**config.mk**
```make
export PLATFORM = sky130hd
export DESIGN_NAME = operand_fetch_flat
export DESIGN_NICKNAME = d
export VERILOG_FILES = /design/src/rtl/mips_pkg.sv /design/src/rtl/operand_fetch_if.sv /design/src/rtl/regfile_2r1w.sv /design/src/rtl/operand_fetch.sv /design/src/flat_wrapper.sv
export SDC_FILE = /design/constraint.sdc
export NUM_CORES = 1
export LEC_CHECK = 0
export ABC_AREA = 1
export CORE_AREA = 5 5 136 138
export CTS_CLUSTER_SIZE = 25
export DETAILED_ROUTE_END_ITERATION = 10
export DIE_AREA = 0 0 141 143
export GPL_TIMING_DRIVEN = 0
export PLACE_DENSITY = 0.84
export SLEW_MARGIN = 10
export SYNTH_ARGS = -nofsm -noshare
export SYNTH_HDL_FRONTEND = slang
export SYNTH_SLANG_ARGS = --single-unit
```
**constraint.sdc**
```tcl
create_clock -name i_clk -period 3.3 [get_ports i_clk]
set_input_delay 0.66 -clock i_clk [delete_from_list [all_inputs] [get_ports i_clk]]
set_output_delay 0.66 -clock i_clk [all_outputs]
set_load 0.03 [all_outputs]
```
**src/rtl/mips_pkg.sv**
```systemverilog
// rtl/mips_pkg.sv - shared constants, decode struct and helpers for the issue stage
package mips_pkg;

    localparam int NREG = 8;
    localparam int W    = 16;
    localparam int AW   = 3;

    localparam logic [2:0] ALU_NOP = 3'b000;
    localparam logic [2:0] ALU_ADD = 3'b001;
    localparam logic [2:0] ALU_SUB = 3'b010;
    localparam logic [2:0] ALU_SGE = 3'b011;

    localparam logic [3:0] OPC_NOP  = 4'h0;
    localparam logic [3:0] OPC_ADD  = 4'h1;
    localparam logic [3:0] OPC_SUB  = 4'h2;
    localparam logic [3:0] OPC_SGE  = 4'h3;
    localparam logic [3:0] OPC_ADDI = 4'h4;

    localparam int OPC_MSB = 15;
    localparam int OPC_LSB = 12;
    localparam int RD_MSB  = 11;
    localparam int RD_LSB  = 9;
    localparam int RS_MSB  = 8;
    localparam int RS_LSB  = 6;
    localparam int RT_MSB  = 5;
    localparam int RT_LSB  = 3;
    localparam int IMM_MSB = 5;
    localparam int IMM_LSB = 0;

    // Control bits derived from the opcode alone.
    typedef struct packed {
        logic [2:0] op;
        logic       we;
        logic       illegal;
        logic       use_imm;
        logic       use_rt;
    } decode_t;

    // imm6[5] replicated into the upper bits.
    function automatic logic [W-1:0] sext_imm6(input logic [5:0] imm);
        return {{(W-6){imm[5]}}, imm};
    endfunction

endpackage

```
**src/rtl/operand_fetch_if.sv**
```systemverilog
// rtl/operand_fetch_if.sv - instruction, write-back and issue-bundle signals
interface operand_fetch_if;
    import mips_pkg::*;

    logic          in_valid;
    logic [W-1:0]  in_instr;
    logic          in_ready;

    logic          wb_en;
    logic [AW-1:0] wb_addr;
    logic [W-1:0]  wb_data;

    logic          out_valid;
    logic          out_ready;
    logic [W-1:0]  alu_a;
    logic [W-1:0]  alu_b;
    logic [2:0]    alu_op;
    logic [AW-1:0] rd_out;
    logic          we_out;
    logic          illegal;

    modport master (
        output in_valid, in_instr, wb_en, wb_addr, wb_data, out_ready,
        input  in_ready, out_valid, alu_a, alu_b, alu_op, rd_out, we_out, illegal
    );

    modport slave (
        input  in_valid, in_instr, wb_en, wb_addr, wb_data, out_ready,
        output in_ready, out_valid, alu_a, alu_b, alu_op, rd_out, we_out, illegal
    );

endinterface

```
**src/rtl/regfile_2r1w.sv**
```systemverilog
// rtl/regfile_2r1w.sv - 8x16 register file, two bypassed read ports, one write port
module regfile_2r1w
    import mips_pkg::*;
(
    input  logic          i_clk,
    input  logic          i_rst,
    input  logic [AW-1:0] i_ra_addr,
    input  logic [AW-1:0] i_rb_addr,
    output logic [W-1:0]  o_ra_data,
    output logic [W-1:0]  o_rb_data,
    input  logic          i_wb_en,
    input  logic [AW-1:0] i_wb_addr,
    input  logic [W-1:0]  i_wb_data
);

    logic [W-1:0] r_regs [NREG];

    // Write port; R0 is never written so it stays at its reset value of zero.
    always_ff @(posedge i_clk) begin
        if (i_rst) begin
            for (int i = 0; i < NREG; i++) begin
                r_regs[i] <= '0;
            end
        end else if (i_wb_en && (i_wb_addr != '0)) begin
            r_regs[i_wb_addr] <= i_wb_data;
        end
    end

    // Read port A: R0 forced to zero, same-cycle write-back forwarded.
    always_comb begin
        o_ra_data = '0;
        if (i_ra_addr != '0) begin
            o_ra_data = (i_wb_en && (i_wb_addr == i_ra_addr)) ? i_wb_data : r_regs[i_ra_addr];
        end
    end

    // Read port B: same rules as port A.
    always_comb begin
        o_rb_data = '0;
        if (i_rb_addr != '0) begin
            o_rb_data = (i_wb_en && (i_wb_addr == i_rb_addr)) ? i_wb_data : r_regs[i_rb_addr];
        end
    end

endmodule

```
**src/rtl/operand_fetch.sv**
```systemverilog
// rtl/operand_fetch.sv - decode, hazard scoreboard and registered issue bundle
module operand_fetch
    import mips_pkg::*;
(
    input  logic            i_clk,
    input  logic            i_rst,
    operand_fetch_if.slave  io_bus
);

    logic [3:0]      w_opcode;
    logic [AW-1:0]   w_rd;
    logic [AW-1:0]   w_rs;
    logic [AW-1:0]   w_rt;
    logic [5:0]      w_imm6;
    decode_t         w_dec;

    logic [W-1:0]    w_ra_data;
    logic [W-1:0]    w_rb_data;

    logic [NREG-1:0] w_wb_clear;
    logic [NREG-1:0] w_set;
    logic            w_rs_busy;
    logic            w_rt_busy;
    logic            w_rd_busy;
    logic            w_hazard;
    logic            w_in_ready;
    logic            w_accept;

    logic [NREG-1:0] r_pending;
    logic            r_out_valid;
    logic [W-1:0]    r_alu_a;
    logic [W-1:0]    r_alu_b;
    logic [2:0]      r_alu_op;
    logic [AW-1:0]   r_rd_out;
    logic            r_we_out;
    logic            r_illegal;

    assign w_opcode = io_bus.in_instr[OPC_MSB:OPC_LSB];
    assign w_rd     = io_bus.in_instr[RD_MSB:RD_LSB];
    assign w_rs     = io_bus.in_instr[RS_MSB:RS_LSB];
    assign w_rt     = io_bus.in_instr[RT_MSB:RT_LSB];
    assign w_imm6   = io_bus.in_instr[IMM_MSB:IMM_LSB];

    regfile_2r1w u_regfile (
        .i_clk     (i_clk),
        .i_rst     (i_rst),
        .i_ra_addr (w_rs),
        .i_rb_addr (w_rt),
        .o_ra_data (w_ra_data),
        .o_rb_data (w_rb_data),
        .i_wb_en   (io_bus.wb_en),
        .i_wb_addr (io_bus.wb_addr),
        .i_wb_data (io_bus.wb_data)
    );

    // Opcode decode; unknown opcodes still issue, flagged illegal with no write-back.
    always_comb begin
        w_dec = '{op: ALU_NOP, we: 1'b0, illegal: 1'b0, use_imm: 1'b0, use_rt: 1'b0};
        case (w_opcode)
            OPC_NOP:  w_dec.op = ALU_NOP;
            OPC_ADD:  w_dec = '{op: ALU_ADD, we: 1'b1, illegal: 1'b0, use_imm: 1'b0, use_rt: 1'b1};
            OPC_SUB:  w_dec = '{op: ALU_SUB, we: 1'b1, illegal: 1'b0, use_imm: 1'b0, use_rt: 1'b1};
            OPC_SGE:  w_dec = '{op: ALU_SGE, we: 1'b1, illegal: 1'b0, use_imm: 1'b0, use_rt: 1'b1};
            OPC_ADDI: w_dec = '{op: ALU_ADD, we: 1'b1, illegal: 1'b0, use_imm: 1'b1, use_rt: 1'b0};
            default:  w_dec.illegal = 1'b1;
        endcase
    end

    // Per-register clear from write-back and set from an accepted writing instruction.
    always_comb begin
        w_wb_clear = '0;
        w_set      = '0;
        if (io_bus.wb_en) begin
            w_wb_clear[io_bus.wb_addr] = 1'b1;
        end
        if (w_accept && w_dec.we && (w_rd != '0)) begin
            w_set[w_rd] = 1'b1;
        end
    end

    // A source whose write-back lands this cycle is not a hazard: the bypass supplies it.
    assign w_rs_busy  = (w_rs != '0) && r_pending[w_rs] && !w_wb_clear[w_rs];
    assign w_rt_busy  = w_dec.use_rt && (w_rt != '0) && r_pending[w_rt] && !w_wb_clear[w_rt];
    assign w_rd_busy  = w_dec.we && r_pending[w_rd];
    assign w_hazard   = io_bus.in_valid && (w_rs_busy || w_rt_busy || w_rd_busy);
    assign w_in_ready = !w_hazard && (!r_out_valid || io_bus.out_ready);
    assign w_accept   = io_bus.in_valid && w_in_ready;

    // Scoreboard update; the set term is ORed last so it wins over a same-index clear.
    always_ff @(posedge i_clk) begin
        if (i_rst) begin
            r_pending <= '0;
        end else begin
            r_pending <= (r_pending & ~w_wb_clear) | w_set;
        end
    end

    // Issue bundle register: load on accept, drop valid when drained, hold under backpressure.
    always_ff @(posedge i_clk) begin
        if (i_rst) begin
            r_out_valid <= 1'b0;
            r_alu_a     <= '0;
            r_alu_b     <= '0;
            r_alu_op    <= ALU_NOP;
            r_rd_out    <= '0;
            r_we_out    <= 1'b0;
            r_illegal   <= 1'b0;
        end else if (w_accept) begin
            r_out_valid <= 1'b1;
            r_alu_a     <= w_ra_data;
            r_alu_b     <= w_dec.use_imm ? sext_imm6(w_imm6) : w_rb_data;
            r_alu_op    <= w_dec.op;
            r_rd_out    <= w_rd;
            r_we_out    <= w_dec.we;
            r_illegal   <= w_dec.illegal;
        end else if (io_bus.out_ready) begin
            r_out_valid <= 1'b0;
        end
    end

    assign io_bus.in_ready  = w_in_ready;
    assign io_bus.out_valid = r_out_valid;
    assign io_bus.alu_a     = r_alu_a;
    assign io_bus.alu_b     = r_alu_b;
    assign io_bus.alu_op    = r_alu_op;
    assign io_bus.rd_out    = r_rd_out;
    assign io_bus.we_out    = r_we_out;
    assign io_bus.illegal   = r_illegal;

endmodule

```
**src/flat_wrapper.sv**
```systemverilog
// flat-port wrapper written by rule: the top's interface ports become plain ports
module operand_fetch_flat import mips_pkg::*;
  (i_clk, i_rst, io_bus_in_valid, io_bus_in_instr, io_bus_wb_en, io_bus_wb_addr, io_bus_wb_data, io_bus_out_ready, io_bus_in_ready, io_bus_out_valid, io_bus_alu_a, io_bus_alu_b, io_bus_alu_op, io_bus_rd_out, io_bus_we_out, io_bus_illegal);
  operand_fetch_if io_bus_i ();
  input  logic i_clk;
  input  logic i_rst;
  input wire logic [$bits(io_bus_i.in_valid)-1:0] io_bus_in_valid;
  input wire logic [$bits(io_bus_i.in_instr)-1:0] io_bus_in_instr;
  input wire logic [$bits(io_bus_i.wb_en)-1:0] io_bus_wb_en;
  input wire logic [$bits(io_bus_i.wb_addr)-1:0] io_bus_wb_addr;
  input wire logic [$bits(io_bus_i.wb_data)-1:0] io_bus_wb_data;
  input wire logic [$bits(io_bus_i.out_ready)-1:0] io_bus_out_ready;
  output wire logic [$bits(io_bus_i.in_ready)-1:0] io_bus_in_ready;
  output wire logic [$bits(io_bus_i.out_valid)-1:0] io_bus_out_valid;
  output wire logic [$bits(io_bus_i.alu_a)-1:0] io_bus_alu_a;
  output wire logic [$bits(io_bus_i.alu_b)-1:0] io_bus_alu_b;
  output wire logic [$bits(io_bus_i.alu_op)-1:0] io_bus_alu_op;
  output wire logic [$bits(io_bus_i.rd_out)-1:0] io_bus_rd_out;
  output wire logic [$bits(io_bus_i.we_out)-1:0] io_bus_we_out;
  output wire logic [$bits(io_bus_i.illegal)-1:0] io_bus_illegal;
  assign io_bus_i.in_valid = io_bus_in_valid;
  assign io_bus_i.in_instr = io_bus_in_instr;
  assign io_bus_i.wb_en = io_bus_wb_en;
  assign io_bus_i.wb_addr = io_bus_wb_addr;
  assign io_bus_i.wb_data = io_bus_wb_data;
  assign io_bus_i.out_ready = io_bus_out_ready;
  assign io_bus_in_ready = io_bus_i.in_ready;
  assign io_bus_out_valid = io_bus_i.out_valid;
  assign io_bus_alu_a = io_bus_i.alu_a;
  assign io_bus_alu_b = io_bus_i.alu_b;
  assign io_bus_alu_op = io_bus_i.alu_op;
  assign io_bus_rd_out = io_bus_i.rd_out;
  assign io_bus_we_out = io_bus_i.we_out;
  assign io_bus_illegal = io_bus_i.illegal;
  operand_fetch u_core (.i_clk(i_clk), .i_rst(i_rst), .io_bus(io_bus_i));
endmodule
```
==> flow_metrics.py, run 1 <==
metrics = {
    "routing": {
        "wire_per_inst_um": 21.73,
        "routed_wl_um": 33520,
        "drtPass1Iterations": 6,
        "vias": 9546,
        "detail-route-antenna-nets": 0,
        "viasPerCell": 6.187,
        "drc": 0,
        "drt-initial-drc-count": 1747,
    },
    "grt": {
        "grt_max_degree": 20,
        "grt_pass1_wl_um": 50430,
        "grt_overflow_total": 0,
        "antenna_found_initial": 1,
        "grt_pass1_vias": 9028,
        "grtUsageTotal_pct": 33.19,
    },
    "sta": {
        "rsz0062_at_grt": "false",
        "fin_crit_ns": 3.336,
        "finalSetupViolations": 16,
        "tightestPinTransition_ns": 1.017,
        "clock_skew_ns": 0.006844,
        "finalMaxSlewViolations": 0,
        "finalSetupTns_ns": -0.5084,
        "fmax_mhz": 299.8,
        "slew_headroom_pct": 32.01,
        "finalWorstSetupSlack_ns": -0.03580,
        "timing.final.crit_share_pct": 101.1,
        "finalHoldViolCount": 0,
    },
    "cells_and_area": {
        "fillers": 1458,
        "final_nets": 1345,
        "diodes": 0,
        "utilization_pct": 64.75,
        "instances_no_fill": 1543,
        "final_cell_mix": "nand2_1, nor2_1, edfxtp_1",
        "syn_to_final_growth_pct": 17.96,
        "final_common_cell": "nand2_1",
        "drive_gt1_share_pct": 5.539,
    },
    "logic_synthesis": {
        "netlist_area_um2": 9363,
        "syn-mean-instance-area_um2": 7.828,
        "syn_inst": 1196,
        "ys_ff_latch": 176,
        "yosysTopAreaCell": "edfxtp_1",
        "ys_seq_area_share_pct": 51.32,
        "synth_cell_types": 28,
        "synth_flop_cell": "edfxtp_1",
        "ys.warnings.count": 0,
        "synth_edf_count": 128,
        "netlist.area_leader.share_pct": 41.05,
        "synthArstFlopShare_pct": 0,
        "netlist_top_cells_area": "edfxtp_1, dfxtp_1, nand2_1, nor2_1, a21oi_1",
    },
    "clock_tree": {
        "h-tree-depth": 4,
        "cts_root_buffer": "clkbuf_16",
        "cts_tree": "done",
        "clk_latency_ns": 0.45,
        "cts.path.max_buffers": 2,
        "clock-sinks": 176,
        "cts_hold_buf": 0,
        "cts_buffers": 17,
        "clkTransAtPathRegs_ns": 0.07,
    },
    "power_and_ir_drop": {
        "power_uw": 5641,
        "power_density_nw_per_um2": 510.8,
        "power_leakage_uw": 0.004470,
        "vdd_drop_max_v": 0.0004283,
    },
    "placement": {
        "io_buffers": 74,
        "hpwl_um": 23770,
        "gp_congestion": 1.017,
        "dp_cells": 1511,
    },
    "outcome": {
        "outcome": "finished with violations",
        "failed_checks": "negative setup slack",
    },
    "setup_path": {
        "endpoint_kind": "flip-flop",
        "worstSetupStartpointType": "input pin",
        "cp.arrival_ns": 3.30,
        "crit_type": "in -> reg",
        "slowest_delay_ns": 0.78,
        "worstPathMaxFanout": 16,
        "crit_chain": "clkbuf_1 -> nor2_1 -> nand2_1 -> clkbuf_1 -> nand2_1",
        "cp.required_ns": 3.27,
        "cp_slowest_cell": "nand2_1",
    },
    "flow_run": {
        "drv_cap": 0,
    },
    "die": {
        "ios": 82,
        "die_height_um": 143,
        "die_w_um": 141,
        "core-area_um2": 17060,
        "num_rows": 48,
        "initial_core_util_pct": 54.89,
        "die-area_um2": 20160,
    },
    "hold_path": {
        "hold_path.class": "reg -> reg",
    },
}
## synth_stat cells (all sizes together), types with 5 or more instances
cell    number
clkbuf      49
o211ai      31
nor3         5
nand3      103
edfxtp     128
a21oi      112
inv         93
buf         36
a31oi       24
nor2       213
nand4        6
nand2      250
dfxtp       48
a22oi        5
o21ai       86
## final timing paths
kind	to	depth (start not counted)	slack (ns)	from
min reg2reg	u_core.io_bus.alu_a[5]	2	0.47	u_core.io_bus.alu_a[5]
max reg2reg	u_core.io_bus.illegal	11	1.48	u_core.r_pending[7]
max	u_core.u_regfile.r_regs[4][12]	5	-0.04	i_rst
min	u_core.io_bus.alu_a[5]	2	0.47	u_core.io_bus.alu_a[5]
## per-layer routing
metal / GRT usage, % / wire length (µm)
met1: 42.46 / 12050
met2: 52.60 / 14690
met3: 9.779 / 5008
met4: 14.89 / 1754
met5: 0 / 11
## worst max-delay path, delay by kind of cell
family | cells | cell delay (ns)
buffers and inverters | 2 | 1.14
and+or+nand+nor | 3 | 1.48
## cell families (layout without fill, tap and decap cells)
group           count (synthesis)  in the layout  share of synthesized area [%]
other cells                     1             17                        0.04005
flops                         176            176                          51.32
simple gates                  578            578                          25.50
xor+xnor                        2              2                         0.1871
buf+inv                       178            284                          7.577
compound gates                261            261                          15.38
## layout make-up
class / instances / area, µm² / area share [%]
multi-input combinational: 858 / 3911 / 35.41
tap: 225 / 281.5 / 2.549
clock inverter: 15 / 165.2 / 1.495
inverter: 93 / 349.1 / 3.161
sequential: 176 / 4805 / 43.50
timing repair buffer: 74 / 743.2 / 6.729
buffer: 85 / 364.1 / 3.297
clock buffer: 17 / 425.4 / 3.852
## what timing repair did
| action | in CTS | in global routing |
|---|---|---|
| endpoints found under the setup margin | 1 | 17 |
| buffers inserted | 0 | 0 |
| resized for setup | 4 | 5 |
| gates cloned | 0 | 0 |
| pin swaps | 0 | 0 |
## report_power, final
group	total, µW	switching, µW	internal (µW)
clock network	2020	1000	1020
registers	2600	77.4	2520
logic	1020	701	317
total	5640	1780	3860
## metrics by stage
stage          setup slack [ns]  hold WS (ns)  instance area, µm²
5_1_grt                0.005741        0.4860               11040
2_1_floorplan            0.7550        0.4218                9423
3_3_place_gp            -0.4008        0.4514               10450
4_1_cts                 0.01717        0.4668               11040
6_report               -0.03580        0.4651               11040
3_5_place_dp            -0.4216        0.4556               10450
## sequential cells by signal, summed over array words and instances (netlist names)
signal,count
u_core.u_regfile.r_regs,128
u_core.io_bus.alu_op,2
u_core.io_bus.rd_out,3
u_core.io_bus.alu_b,16
u_core.io_bus.we_out,1
u_core.io_bus.out_valid,1
u_core.r_pending,8
u_core.io_bus.alu_a,16
u_core.io_bus.illegal,1
No activity file was read; power rests on OpenSTA's default activity.
==> run 2: changes to the inputs <==
Settings changed: ABC_AREA 1 to not set.
==> run 2 against run 1 <==
Against the previous run: the flow now finishes without violations; combinational power fell by 6%; non-clock buffer count fell by 18; routed wire length fell by 25%; first-iteration DRC count fell by 46%; final area grew 1.7%; count of clock-buffer cells in the layout unchanged; sequential cell count unchanged; critical path depth increased by 3; critical endpoint is now u_core.io_bus.alu_b[8].
==> flow_metrics.py, run 2 <==
metrics = {
    "outcome": {
        "outcome": "completed",
    },
    "setup_path": {
        "ff2ff_path_depth": 6,
        "r2r-end": "u_core.io_bus.alu_b[10]",
        "worstSetupStartpointType": "input pin",
        "startpoint": "io_bus_in_instr[4]",
        "crit_chain": "clkdlybuf4s50_1 -> clkbuf_1 -> buf_2 -> mux4_2 -> mux2_2 -> nand3_1 -> a21oi_1 -> mux2_4",
        "reg2reg_slack_ns": 1.03,
        "r2r_start": "u_core.r_pending[5]",
        "cp.required_ns": 3.62,
        "cp.arrival_ns": 3.56,
        "worstPathMaxFanout": 10,
        "cp_slowest_cell": "clkbuf_1",
        "endpoint_kind": "flip-flop",
        "crit_type": "in -> reg",
        "slowest_delay_ns": 0.64,
    },
    "grt": {
        "grt_pass1_wl_um": 38540,
        "grt_max_degree": 17,
        "antenna_found_initial": 1,
        "grt_overflow_total": 0,
        "grtUsageTotal_pct": 25.50,
        "grt_pass1_vias": 6681,
    },
    "power_and_ir_drop": {
        "power_frac_comb_pct": 17.1,
        "p_int_uw": 4162,
        "clock_power_share_pct": 36.4,
        "sw_frac_of_total_pct": 25.96,
        "vdd_drop_max_v": 0.0003279,
        "p_seq_share_pct": 46.5,
        "power_switching_uw": 1459,
        "power_density_nw_per_um2": 500.2,
        "power_leakage_uw": 0.004004,
    },
    "hold_path": {
        "hold_depth": 2,
        "hold_path_startpoint": "u_core.io_bus.rd_out[1]",
        "hold_path.class": "reg -> reg",
        "min_to": "u_core.io_bus.rd_out[1]",
    },
    "routing": {
        "vias": 6706,
        "drc": 0,
        "routed_wl_um": 25190,
        "drtPass1Iterations": 6,
        "drt-initial-drc-count": 941,
        "viasPerCell": 6.309,
        "wire_per_inst_um": 23.70,
        "detail-route-antenna-nets": 0,
    },
    "sta": {
        "clock_skew_ns": 0.01603,
        "slew_headroom_pct": 34.28,
        "finalMaxSlewViolations": 0,
        "fin_crit_ns": 3.242,
        "finalHoldViolCount": 0,
        "finalSetupViolations": 0,
        "finalSetupTns_ns": 0,
        "tightestPinTransition_ns": 0.9783,
        "timing.final.crit_share_pct": 98.23,
        "fmax_mhz": 308.5,
        "whs_ns": 0.4764,
    },
    "flow_run": {
        "drv_cap": 0,
    },
    "cells_and_area": {
        "utilization_pct": 65.87,
        "seq_area_um2": 4805,
        "fillers": 1170,
        "diodes": 0,
        "final_nets": 865,
        "final_common_cell": "edfxtp_1",
        "largest_register": "u_core.u_regfile.r_regs",
        "largest_reg_flops": 128,
        "multiInputGateArea_um2": 4387,
        "drive_gt1_share_pct": 21.84,
        "final_cell_mix": "edfxtp_1, and2_1, clkdlybuf4s50_1",
        "syn_to_final_growth_pct": 19.88,
        "instances_no_fill": 1063,
    },
    "die": {
        "initial_core_util_pct": 54.95,
        "die_height_um": 143,
        "ios": 82,
        "die_w_um": 141,
        "core-area_um2": 17060,
        "die-area_um2": 20160,
        "num_rows": 48,
    },
    "placement": {
        "dp_cells": 1025,
        "hpwl_um": 17920,
        "gp_congestion": 0.8849,
        "io_buffers": 74,
    },
    "logic_synthesis": {
        "synthArstFlopShare_pct": 0,
        "yosys.cell_count.top_type": "edfxtp_1",
        "ys_ff_latch": 176,
        "syn_inst": 703,
        "syn-mean-instance-area_um2": 13.33,
        "netlist_top_cells_area": "edfxtp_1, mux4_2, dfxtp_1, and2_1, mux2_2",
        "synth_flop_cell": "edfxtp_1",
        "yosysTopAreaCell": "edfxtp_1",
        "synth_cell_types": 48,
        "ys.warnings.count": 0,
        "netlist.area_leader.share_pct": 41.01,
        "synth_edf_count": 128,
        "netlist_area_um2": 9373,
        "ys_seq_area_share_pct": 51.26,
        "synth_common_cells": "edfxtp_1, and2_1, mux4_2",
    },
    "clock_tree": {
        "cts_root_buffer": "clkbuf_16",
        "cts_hold_buf": 0,
        "cts.path.max_buffers": 2,
        "h-tree-depth": 4,
        "clock-sinks": 176,
        "clk_latency_ns": 0.44,
        "clkTransAtPathRegs_ns": 0.07,
        "cts_buffers": 17,
        "cts_tree": "done",
    },
}
==> run 2: cell count changes in the layout (fill, tap and decap cells not counted), sizes merged, moves of 65 or more <==
cell	previous run	this run
nand3	103	14
o21ai	86	16
a21oi	112	28
nand2	250	12
inv	101	10
mux4	0	65
nor2	213	9
and2	0	113
==> run 2: per-layer routing <==
layer,GRT usage (%),wire length (µm),up-vias
met4,9.434,785,2
met5,0,13,-
met2,42.26,12300,456
met3,6.497,2763,90
met1,32.76,9328,3258
li1,-,-,2900
==> run 2: cells by family (layout without fill, tap and decap cells) <==
group / after synthesis / count (layout) / synth area share, %
AO/OA/AOI/OAI: 94 / 94 / 6.515
XOR/XNOR: 6 / 6 / 0.5607
flip-flops: 176 / 176 / 51.26
other: 1 / 17 / 0.04001
buffers and inverters: 62 / 181 / 2.963
multiplexers: 138 / 138 / 24.34
AND/OR/NAND/NOR: 226 / 226 / 14.32
==> run 2: how the worst max path moves through the flow <==
stage	endpoint	slack [ns]	depth (start not counted)
floorplan	io_bus_in_ready	0.12	6
finish	u_core.io_bus.alu_b[8]	0.06	8
detailed placement	io_bus_in_ready	-0.80	9
global placement	u_core.u_regfile.r_regs[1][6]	-1.11	3
global route	io_bus_in_ready	-0.07	7
CTS	io_bus_in_ready	0.007	9
==> run 2: cell type report <==
class	count	area share, %
flip-flops and latches	176	42.76
multi-input cells	481	39.04
repair buffers	87	7.806
clock buffers	17	3.786
well taps	225	2.506
plain buffers	54	2.350
clock inverters	15	1.481
inverters	8	0.2673
==> run 2: power by group through the flow <==
stage                     logic, µW  clock network, µW  registers, µW
final                           963               2050           2610
after global routing           1010               2140           2630
after CTS                       947               2050           2610
after detailed placement        938                  0           2650
after global placement          904                  0           2640
after floorplan                 515                  0           2710
==> run 2: critical path: cells and delay by family <==
family | cells | cell delay [ns]
muxes | 3 | 0.97
AOI/OAI and AO/OA | 1 | 0.09
and+or+nand+nor | 1 | 0.11
buffers and inverters | 3 | 1.73
==> run 2: what timing repair did <==
action                     4_1_cts  5_1_grt
pin swaps                        1        3
resized for setup               10        6
setup endpoints to repair        1        1
buffers inserted                 1        5
==> run 2: through the flow <==
step	area (µm²)	total power, µW	setup WS (ns)
final	11240	5621	0.05829
after global routing	11240	5782	-0.06830
after CTS	11190	5602	0.006648
after detailed placement	10590	3592	-0.7957
after global placement	10460	3547	-1.106
after floorplan	9433	3228	0.1197
==> run 3: changes to the inputs <==
Settings changed: PLACE_DENSITY 0.84 to 0.77.
==> run 3 against run 2 <==
Against the previous run: sequential cell count did not move; routed wire length rose by 4.0%; critical path type unchanged; hold slack improved by 0.0063 ns; critical endpoint is now u_core.io_bus.alu_b[9]; critical path depth did not move; setup slack improved by 0.0084 ns; final cell count fell by 0.28%; clock power barely moved.
==> flow_metrics.py, run 3 (synthesis gave the netlist of run 2 again) <==
metrics = {
    "outcome": {
        "outcome": "completed",
    },
    "sta": {
        "tightestPinTransition_ns": 1.025,
        "finalHoldViolCount": 0,
        "finalMaxSlewViolations": 0,
        "whs_ns": 0.4828,
        "fmax_mhz": 309.3,
        "fin_crit_ns": 3.233,
        "finalSetupViolations": 0,
        "slew_headroom_pct": 31.16,
        "rsz0062_at_grt": "false",
        "timing.final.crit_share_pct": 97.98,
        "clock_skew_ns": 0.01112,
    },
    "cells_and_area": {
        "instances_no_fill": 1060,
        "drive_gt1_share_pct": 21.44,
        "final_common_cell": "edfxtp_1",
        "final_nets": 862,
        "largest_register": "u_core.u_regfile.r_regs",
        "largest_reg_flops": 128,
        "fillers": 1209,
        "final_cell_mix": "edfxtp_1, and2_1, clkdlybuf4s50_1",
        "utilization_pct": 65.70,
        "diodes": 0,
        "syn_to_final_growth_pct": 19.56,
    },
    "grt": {
        "antenna_found_initial": 0,
        "grt_max_degree": 17,
        "grt_pass1_wl_um": 39780,
        "grt_overflow_total": 0,
        "grtUsageTotal_pct": 26.55,
        "grt_pass1_vias": 6871,
    },
    "hold_path": {
        "hold_path.class": "reg -> reg",
    },
    "power_and_ir_drop": {
        "power_density_nw_per_um2": 501.4,
        "vdd_drop_max_v": 0.0004011,
        "power_leakage_uw": 0.003993,
        "power_uw": 5619,
    },
    "routing": {
        "vias": 6775,
        "routed_wl_um": 26190,
        "drt-initial-drc-count": 884,
        "drtPass1Iterations": 6,
        "viasPerCell": 6.392,
        "wire_per_inst_um": 24.71,
        "drc": 0,
        "detail-route-antenna-nets": 0,
    },
    "die": {
        "die-area_um2": 20160,
        "die_w_um": 141,
        "core-area_um2": 17060,
        "ios": 82,
        "initial_core_util_pct": 54.95,
        "die_height_um": 143,
        "num_rows": 48,
    },
    "setup_path": {
        "worstSetupStartpointType": "input pin",
        "cp.required_ns": 3.62,
        "endpoint_kind": "flip-flop",
        "cp.arrival_ns": 3.55,
        "worstPathMaxFanout": 10,
        "reg2reg_slack_ns": 1.00,
        "crit_type": "in -> reg",
    },
    "clock_tree": {
        "clkTransAtPathRegs_ns": 0.06,
        "cts.path.max_buffers": 2,
        "h-tree-depth": 4,
        "cts_tree": "done",
        "clk_latency_ns": 0.44,
        "cts_buffers": 17,
        "clock-sinks": 176,
        "cts_root_buffer": "clkbuf_16",
    },
    "placement": {
        "gp_congestion": 0.8871,
        "io_buffers": 74,
        "dp_cells": 1026,
        "hpwl_um": 19170,
    },
    "flow_run": {
        "drv_cap": 0,
    },
}
==> run 3: report_power, final <==
part | internal (µW) | switching [µW]
clock network | 1190 | 853
logic | 446 | 517
registers | 2530 | 84.8
==> run 3: per-layer routing <==
metal | up-vias | global-route usage (%) | share of wire, %
met2 | 466 | 46.35 | 50
met5 | - | 0 | 0
li1 | 2892 | - | -
met3 | 82 | 5.325 | 10
met4 | 0 | 8.822 | 2.9
met1 | 3335 | 33.45 | 36
==> run 3: worst paths after layout <==
path                                               from                       to  cells after the start
worst max-delay path                 io_bus_in_instr[4]   u_core.io_bus.alu_b[9]                      8
worst min-delay path            u_core.io_bus.alu_op[1]  u_core.io_bus.alu_op[1]                      2
worst max register to register      u_core.r_pending[5]  u_core.io_bus.alu_b[10]                      6
worst min register to register  u_core.io_bus.alu_op[1]  u_core.io_bus.alu_op[1]                      2
==> run 3: critical path, stage by stage <==
cell	delay (ns)
clkdlybuf4s50_1	0.64
clkbuf_1	0.65
buf_2	0.45
mux4_2	0.38
mux2_2	0.31
nand3_1	0.09
a21oi_1	0.07
mux2_4	0.29
==> run 3: layout make-up <==
class / count / area (µm²) / share of cell area, %
flip-flops and latches: 176 / 4805 / 42.88
plain buffers: 54 / 259.0 / 2.311
repair buffers: 84 / 850.8 / 7.593
inverters: 8 / 30.03 / 0.2680
clock buffers: 18 / 429.2 / 3.830
clock inverters: 14 / 163.9 / 1.463
well taps: 225 / 281.5 / 2.512
multi-input cells: 481 / 4387 / 39.15
==> run 3: through the flow <==
| step | cell area (µm²) | setup TNS [ns] | worst slack (ns) |
|---|---|---|---|
| 5_1_grt | 11210 | 0 | 0.01527 |
| 6_report | 11210 | 0 | 0.06674 |
| 3_5_place_dp | 10590 | -4.758 | -0.8360 |
| 2_1_floorplan | 9433 | 0 | 0.1197 |
| 3_3_place_gp | 10460 | -29.88 | -1.021 |
| 4_1_cts | 11200 | 0 | 0.02178 |
==> run 3: timing repair <==
action                     CTS  global route
gates resized for setup     10             3
hold buffers                 0             0
setup endpoints to repair    1             1
setup buffers                2             0
pin swaps                    2             1
